--- src/rtl/multi_signal_filter.sv ---
// Multi-channel edge qualifier: synchronises CH inputs and accepts a level change only after it holds for RISE_TIME/FALL_TIME timer ticks.
// Optional per-channel saturating glitch counters are built when MULTI_SIGNAL_FILTER_GLITCH_CNT_EN is defined.
module multi_signal_filter #(
   parameter int   CH        = 4,
   parameter int   TW        = 8,
   parameter int   RISE_TIME = 200,
   parameter int   FALL_TIME = 200,
   parameter logic INIT      = 1'b0
) (
   input  logic            clk,
   input  logic            rst,
   input  logic [CH-1:0]   sin,
   input  logic [TW-1:0]   timer_600n,
   input  logic            cnt_clr,
   output logic [CH-1:0]   sout,
   output logic [CH-1:0]   glitch,
   output logic            busy,
   output logic [8*CH-1:0] glitch_cnt
);

   typedef enum logic {IDLE = 1'b0, PEND = 1'b1} state_t;

   localparam logic [TW-1:0] RISE_T = TW'(RISE_TIME);
   localparam logic [TW-1:0] FALL_T = TW'(FALL_TIME);

   logic [CH-1:0] s0_reg;
   logic [CH-1:0] s1_reg;
   logic [CH-1:0] s2_reg;
   logic [CH-1:0] edge_det;
   logic [CH-1:0] pend_next;
   logic [CH-1:0] glitch_next;
   logic          busy_reg;

   always_ff @(posedge clk or negedge rst) begin
      if (!rst) begin
         s0_reg <= {CH{INIT}};
         s1_reg <= {CH{INIT}};
         s2_reg <= {CH{INIT}};
      end else begin
         s0_reg <= sin;
         s1_reg <= s0_reg;
         s2_reg <= s1_reg;
      end
   end

   assign edge_det = s1_reg ^ s2_reg;

   genvar gi;
   generate
      for (gi = 0; gi < CH; gi++) begin : g_ch
         state_t          state_reg, state_next;
         logic [TW-1:0]   tgt_reg, tgt_next;
         logic            lvl_reg, lvl_next;
         logic            sout_reg, sout_next;
         logic            glitch_reg, glitch_nx;

         always_ff @(posedge clk or negedge rst) begin
            if (!rst) begin
               state_reg  <= IDLE;
               tgt_reg    <= '0;
               lvl_reg    <= INIT;
               sout_reg   <= INIT;
               glitch_reg <= 1'b0;
            end else begin
               state_reg  <= state_next;
               tgt_reg    <= tgt_next;
               lvl_reg    <= lvl_next;
               sout_reg   <= sout_next;
               glitch_reg <= glitch_nx;
            end
         end

         // Any edge while pending is a return to the sout level, so it always aborts, even on the match cycle.
         always_comb begin
            state_next = state_reg;
            tgt_next   = tgt_reg;
            lvl_next   = lvl_reg;
            sout_next  = sout_reg;
            glitch_nx  = 1'b0;
            case (state_reg)
               IDLE: begin
                  if (edge_det[gi]) begin
                     state_next = PEND;
                     lvl_next   = s1_reg[gi];
                     tgt_next   = timer_600n + (s1_reg[gi] ? RISE_T : FALL_T);
                  end
               end
               PEND: begin
                  if (edge_det[gi]) begin
                     state_next = IDLE;
                     glitch_nx  = 1'b1;
                  end else if (timer_600n == tgt_reg) begin
                     state_next = IDLE;
                     sout_next  = lvl_reg;
                  end
               end
               default: state_next = IDLE;
            endcase
         end

         assign pend_next[gi]   = (state_next == PEND);
         assign glitch_next[gi] = glitch_nx;
         assign sout[gi]        = sout_reg;
         assign glitch[gi]      = glitch_reg;
      end
   endgenerate

   always_ff @(posedge clk or negedge rst) begin
      if (!rst) begin
         busy_reg <= 1'b0;
      end else begin
         busy_reg <= |pend_next;
      end
   end

   assign busy = busy_reg;

`ifdef MULTI_SIGNAL_FILTER_GLITCH_CNT_EN
   generate
      for (gi = 0; gi < CH; gi++) begin : g_cnt
         logic [7:0] cnt_reg;

         // Clear takes priority over an increment on the same edge.
         always_ff @(posedge clk or negedge rst) begin
            if (!rst) begin
               cnt_reg <= '0;
            end else if (cnt_clr) begin
               cnt_reg <= '0;
            end else if (glitch_next[gi] && (cnt_reg != 8'hFF)) begin
               cnt_reg <= cnt_reg + 8'd1;
            end
         end

         assign glitch_cnt[8*gi +: 8] = cnt_reg;
      end
   endgenerate
`else
   logic unused_cnt_clr;
   assign unused_cnt_clr = cnt_clr;
   assign glitch_cnt     = '0;
`endif

endmodule

--- config.mk ---
export PLATFORM = sky130hd
export DESIGN_NAME = multi_signal_filter
export DESIGN_NICKNAME = d
export VERILOG_FILES = /design/src/rtl/multi_signal_filter.sv
export SDC_FILE = /design/constraint.sdc
export NUM_CORES = 1
export LEC_CHECK = 0
export BUFFER_PORTS_ARGS = -buffer_cell sky130_fd_sc_hd__buf_2
export CAP_MARGIN = 20
export CORE_ASPECT_RATIO = 2
export CORE_MARGIN = 2
export CORE_UTILIZATION = 35
export CTS_BUF_LIST = sky130_fd_sc_hd__clkbuf_16
export DETAILED_ROUTE_END_ITERATION = 10
export MAX_ROUTING_LAYER = met4
export SYNTH_ARGS = -nofsm -noshare
export SYNTH_HDL_FRONTEND = slang
export SYNTH_SLANG_ARGS = --single-unit
--- constraint.sdc ---
create_clock -name clk -period 1.85 [get_ports clk]
set_input_delay 0 -clock clk [delete_from_list [all_inputs] [get_ports clk]]
set_output_delay 0 -clock clk [all_outputs]
set_load 0.01 [all_outputs]
* Word-level counts from Yosys, hierarchy flattened
Cells that the tools add are included.
Word-level totals: input bits 15, logic and storage cells 67, output and inout bits 41, bits in registers 61
Operators by class: bitwise gates (word level) 9, reduce and logical (&&, ||, !) cells 9, add/subtract/negate cells 1, equal/unequal tests 4, mux-type cells 20
Operator list (number):
- $eq A8 B8 Y1 | 4
- $mux W1 | 16
- $reduce_and A3 Y1 | 4
- $add A8 B8 Y8 const B | 1
- $not A1 Y1 | 8
- $pmux W1 S2 | 4
- $reduce_and A2 Y1 | 4
- $reduce_or A4 Y1 | 1
- $xor A4 B4 Y4 | 1

* Depth between registers and ports, before layout
word-level depth 5, gate-level depth with buffers 6, gate-level depth less buffers 5

* Least setup slack after synthesis
OpenSTA, ideal clock, no wires.
path type reg2reg, from register g_ch[2].tgt_reg[6], to register busy_reg, in the netlist busy, stages on the path, launching flop included 6, setup slack 0.120 ns, library setup time 0.139 ns, arrival time 1.591 ns, period minus slack after synthesis 1.730 ns, path through dfrtp_1 > xor2_1 > nor4_1 > nand2_1 > a21o_1 > or4_4
On the way: word-level cells in the longest chain between the ends 5
Ends and longest elaborated chain:
- start: declaration | line 52 | logic [TW-1:0] tgt_reg, tgt_next;
- start signal: assignment | line 66 | tgt_reg <= tgt_next;
- $eq A8 B8 Y1 | line 92 | end else if (timer_600n == tgt_reg) begin
- $mux W1 | line 92
- $mux W1 | line 89 | if (edge_det[gi]) begin
- $pmux W1 S2 | line 80 | case (state_reg)
- net g_ch[2].state_next | line 51 | state_t state_reg, state_next;
- $reduce_or A4 Y1 | line 112 | busy_reg <= |pend_next;
- end signal: assignment | line 112
- end: declaration | line 32 | logic busy_reg;
The timed path passes the listed nets, and every way through them passes these cells. A chain may end at the register's enable or synchronous reset.

* Final worst setup path
from register g_ch[1].tgt_reg[1], to register busy_reg, in the netlist busy
On the way: word-level cells in the longest chain between the ends 5
Ends and longest elaborated chain (line):
- start: declaration | 52
- start signal: assignment | 66
- $eq A8 B8 Y1 | 92
- $mux W1 | 92
- $mux W1 | 89
- $pmux W1 S2 | 80
- net g_ch[1].state_next | 51
- $reduce_or A4 Y1 | 112
The timed path passes the listed nets, and every way through them passes these cells.

==> impl_summary.md <==
Run status
The run finished, with violations left. The final reports fail on negative setup slack.

Yosys
The share of Yosys cell area claimed by the top area cell type is 51.9%. The area fraction in and, or, nand and nor cells after synthesis is 13.5%. Measured against the total synthesized area, the mux share comes to 3.45%. Each instance of the synthesized netlist takes up on average 10.3 um2. The mapped cell area is 2940 um2.

The count of mapped cells out of synthesis is 286. The share of synthesized cell area in full adder, half adder and majority cells is 0.426%. The combinational family with the most area after synthesis is buffers and inverters.

Yosys mapped a number of flops with a built-in enable equal to 0. Sequential cells were found to cover 51.9% of the synthesized design area. After synthesis, the share of flip-flops with an asynchronous set or reset is 100%. The number of distinct standard cells referenced by the synthesized netlist is 23.

The synthesized netlist devotes 11.6% of its cell area to XOR and XNOR gates. The most used flip-flop cell after synthesis is sky130_fd_sc_hd__dfrtp_1. The most repeated cell in the gate-level netlist after synthesis is sky130_fd_sc_hd__dfrtp_1. The synthesized netlist devotes 5.28% of its cell area to compound gates.

The count of yosys warnings during synthesis is 0. The number of synthesized register bits is 61. After synthesis, the cell types taking the most area are sky130_fd_sc_hd__dfrtp_1 52%, sky130_fd_sc_hd__buf_4 11%, sky130_fd_sc_hd__xor2_1 9.8%.

The synthesized design spends more area on one cell type than any other, namely sky130_fd_sc_hd__dfrtp_1. By count the netlist is led by 61 x sky130_fd_sc_hd__dfrtp_1, 58 x sky130_fd_sc_hd__nand2_1, 43 x sky130_fd_sc_hd__buf_4.

Worst setup path
The worst-case register-to-register setup slack is -0.01 ns. The number of cells on the critical path is 6. The source of the critical timing path is g_ch[1].tgt_reg[1]. The delay contributed by the slowest stage of the critical path is 0.41 ns. The type of origin of the critical path is a flip-flop.

The kind of end point of the critical path is a flip-flop. The critical path ends at busy. The capture point of the worst reg-to-reg path is busy. The critical path class is reg -> reg. At the worst endpoint, the required time is 2.05 ns.

The signal on the critical path passes through xor2_1, nor4_2, buf_4, nand2_1, a21o_1, or4_4. The cell depth of the worst flop-to-flop path is 6. Data arrives at the worst endpoint at 2.06 ns. The critical-path cell with the highest stage delay is sky130_fd_sc_hd__or4_4. The worst flop-to-flop path startpoint is g_ch[1].tgt_reg[1]. The dominant delay contributor by cell family on the critical path is simple AND/OR/NAND/NOR gates.

The number of buffer and inverter instances along the worst setup path is 1. Of all nets on the critical path, the largest fanout is 2.

Placement
The pre-CTS setup slack is -0.0402 ns. The placer's final routability congestion estimate is 0.771. During placement, the flow inserted port buffers numbering 22.

The half-perimeter wire length of the detailed placement result is 3900 um.

Layout
Cells with a size suffix above 1 make up 20.6% of the layout. Registers take 1530 um2. The register with the most flip-flops in the layout has 32 of them. Measured on the finished design, the core utilization comes to 41.6%. In the final design database the tool counted 332 nets. The area of the multi-input gates is 1150 um2.

The relative area change from synthesis to final layout is 16.6%. The total of fill cells in the finished design is 810. The diode insertion count for antenna repair is 0.

Route
The length of the first detailed-routing pass in iterations is 4. The post-route antenna net violation count is 0. For this run, design rule violations remaining after detail routing come to 0. The post-detailed-route via-to-cell ratio is 4.44.

Wires add up to 5460 um. Across all layers, the routed design uses 1862 vias. The number of violations reported at the end of detailed-routing iteration 0 is 85. The detailed-route wire length per cell is 13.0 um.

CTS
The worst-case clock buffer depth is 2. The number of H-tree branching levels is 3. Clock tree synthesis selected as its root buffer the cell sky130_fd_sc_hd__clkbuf_16.

The clock tree from TritonCTS is built. The tree built by TritonCTS fans out to 61 sinks. The later pin in the worst-skew pair is clocked with a latency of 0.33 ns.

The clock-pin transition on the worst setup and hold timing paths is 0.05 ns. The number of buffers added by the clock tree synthesis step is 9.

Timing
The smallest clock period supported by the final layout is computed as 1.86 ns. The number of failing setup endpoints in the final timing report is 1. The maximum clock frequency is 0.538 GHz. Between clock sinks in the finished design, the worst skew comes to 0.00504 ns. The worst pin sits at a relative slew slack of 56.8%. The number of pins with negative max-slew slack in the final report came to 0. In the post-route analysis, the smallest setup slack over all paths is -0.00970 ns. The number of hold violations in the final report is 0. The share of the cycle needed by the critical path after routing is 101%. Setup repair after global routing could not meet its margin everywhere. The slew at the pin closest to its max-slew limit is 0.646 ns.

Global route
Entering global routing, the biggest net connects 49 pins. The number of global-route vias before repair is 1765. In the global route stage, overall resource usage came out at 13.8%.

The wire length of the first global-routing pass is 8690 um. The number of antenna violations at the first check in global routing is 0. The sum of overflow across all layers after global routing is 0.

Die
The die covers 9190 um2. In this run the count of I/O pins placed on the die edge is 56. The starting density of the core is 35.7%.

Measured along the y axis, the die boundary spans 134 um. In this run the standard cell core region covers 8230 um2. The row count is 47. The floorplan step set the die width to 68.8 um.

Pwr
Dividing total power by cell area gives a power density of 1450 nW/um2. VDD sags by at most 0.566 mV. The static power due to leakage is 1.69 nW. The design draws 4.96 mW.

Flow run
The number of max-cap violations is 0.

Min path
The class of the worst hold path is in -> reg.
[layer usage]
| layer | wire length (um) | share of wire [%] | track usage [%] | up-vias |
|---|---|---|---|---|
| met5 | 0 | 0 | - | - |
| met4 | 189 | 3.5 | 8.06 | 0 |
| met3 | 299 | 5.5 | 4.65 | 13 |
| met2 | 2930 | 54 | 21.2 | 65 |
| met1 | 2040 | 37 | 15.2 | 883 |
| li1 | - | - | - | 901 |
[what timing repair did]
item | 4_1_cts | 5_1_grt
setup buffers | 0 | 5
hold buffers | 6 | 0
endpoints found under the hold margin | 67 | 0
setup endpoints to repair | 1 | 1
pin swaps | 3 | 3
gates resized for setup | 4 | 4
[worst min-delay path by stage]
stage | from | to | depth (start not counted)
after global routing | timer_600n[0] | g_ch[3].tgt_reg[0] | 3
after detailed placement | rst | g_ch[0].glitch_reg | 1
final | timer_600n[0] | g_ch[3].tgt_reg[0] | 3
after global placement | rst | g_ch[0].glitch_reg | 1
after CTS | timer_600n[0] | g_ch[3].tgt_reg[0] | 3
after floorplan | rst | busy | 0
[tightest hold or removal path: stages]
cell and delay [ns]:
sky130_fd_sc_hd__buf_2 0.18, sky130_fd_sc_hd__nand2_1 0.08, sky130_fd_sc_hd__nand2_1 0.04
[kinds of logic (layout without fill, tap and decap cells)]
kind of cell	after synthesis	after routing
and+or+nand+nor	90	90
DFF	61	61
buffers and inverters	56	60
xor gates and xnor gates	39	39
AOI/OAI and AO/OA	29	29
muxes	9	9
adders and majority gates	1	1
other	1	32
[cells in the final DEF, fill, tap and decap left out, drive strengths merged]
master,instances
nand2,58
nor4,8
a21oi,8
nor2,11
xor2,33
nand3,5
or2,3
a21o,4
o21ai,17
clkbuf,9
and2,4
xnor2,6
mux2,9
or4,1
clkinv,3
bufinv,3
buf,34
dlygate4sd3,6
inv,5
dfrtp,61
ha,1
conb,32
[through the flow]
stage / area (um2) / hold slack, ns / TNS (ns) / instances
finish: 3430 / 0.0229 / -0.00970 / 419
global route: 3430 / 0.0373 / -0.0725 / 419
CTS: 3380 / 0.00931 / -0.0166 / 414
detailed placement: 2970 / -0.0802 / -0.0402 / 392
global placement: 2970 / -0.0914 / -0.0251 / 392
floorplan: 3060 / -0.296 / 0 / 317
[where the power goes]
part           total (mW)  switching [mW]  leakage (nW)  internal [mW]
clock network        1.86           0.564         0.163           1.29
registers            2.00           0.262         0.734           1.74
logic                1.10           0.601         0.788          0.502
[area by class of cell]
type                       count  share of cell area (%)
sequential                    61                    44.5
tap                           98                    3.58
clock inverter                 7                    3.07
inverter                       4                   0.438
multi-input combinational    200                    33.7
clock buffer                   9                    6.57
timing repair buffer          40                    8.14
Note: power is estimated with default switching activity, not from simulation.
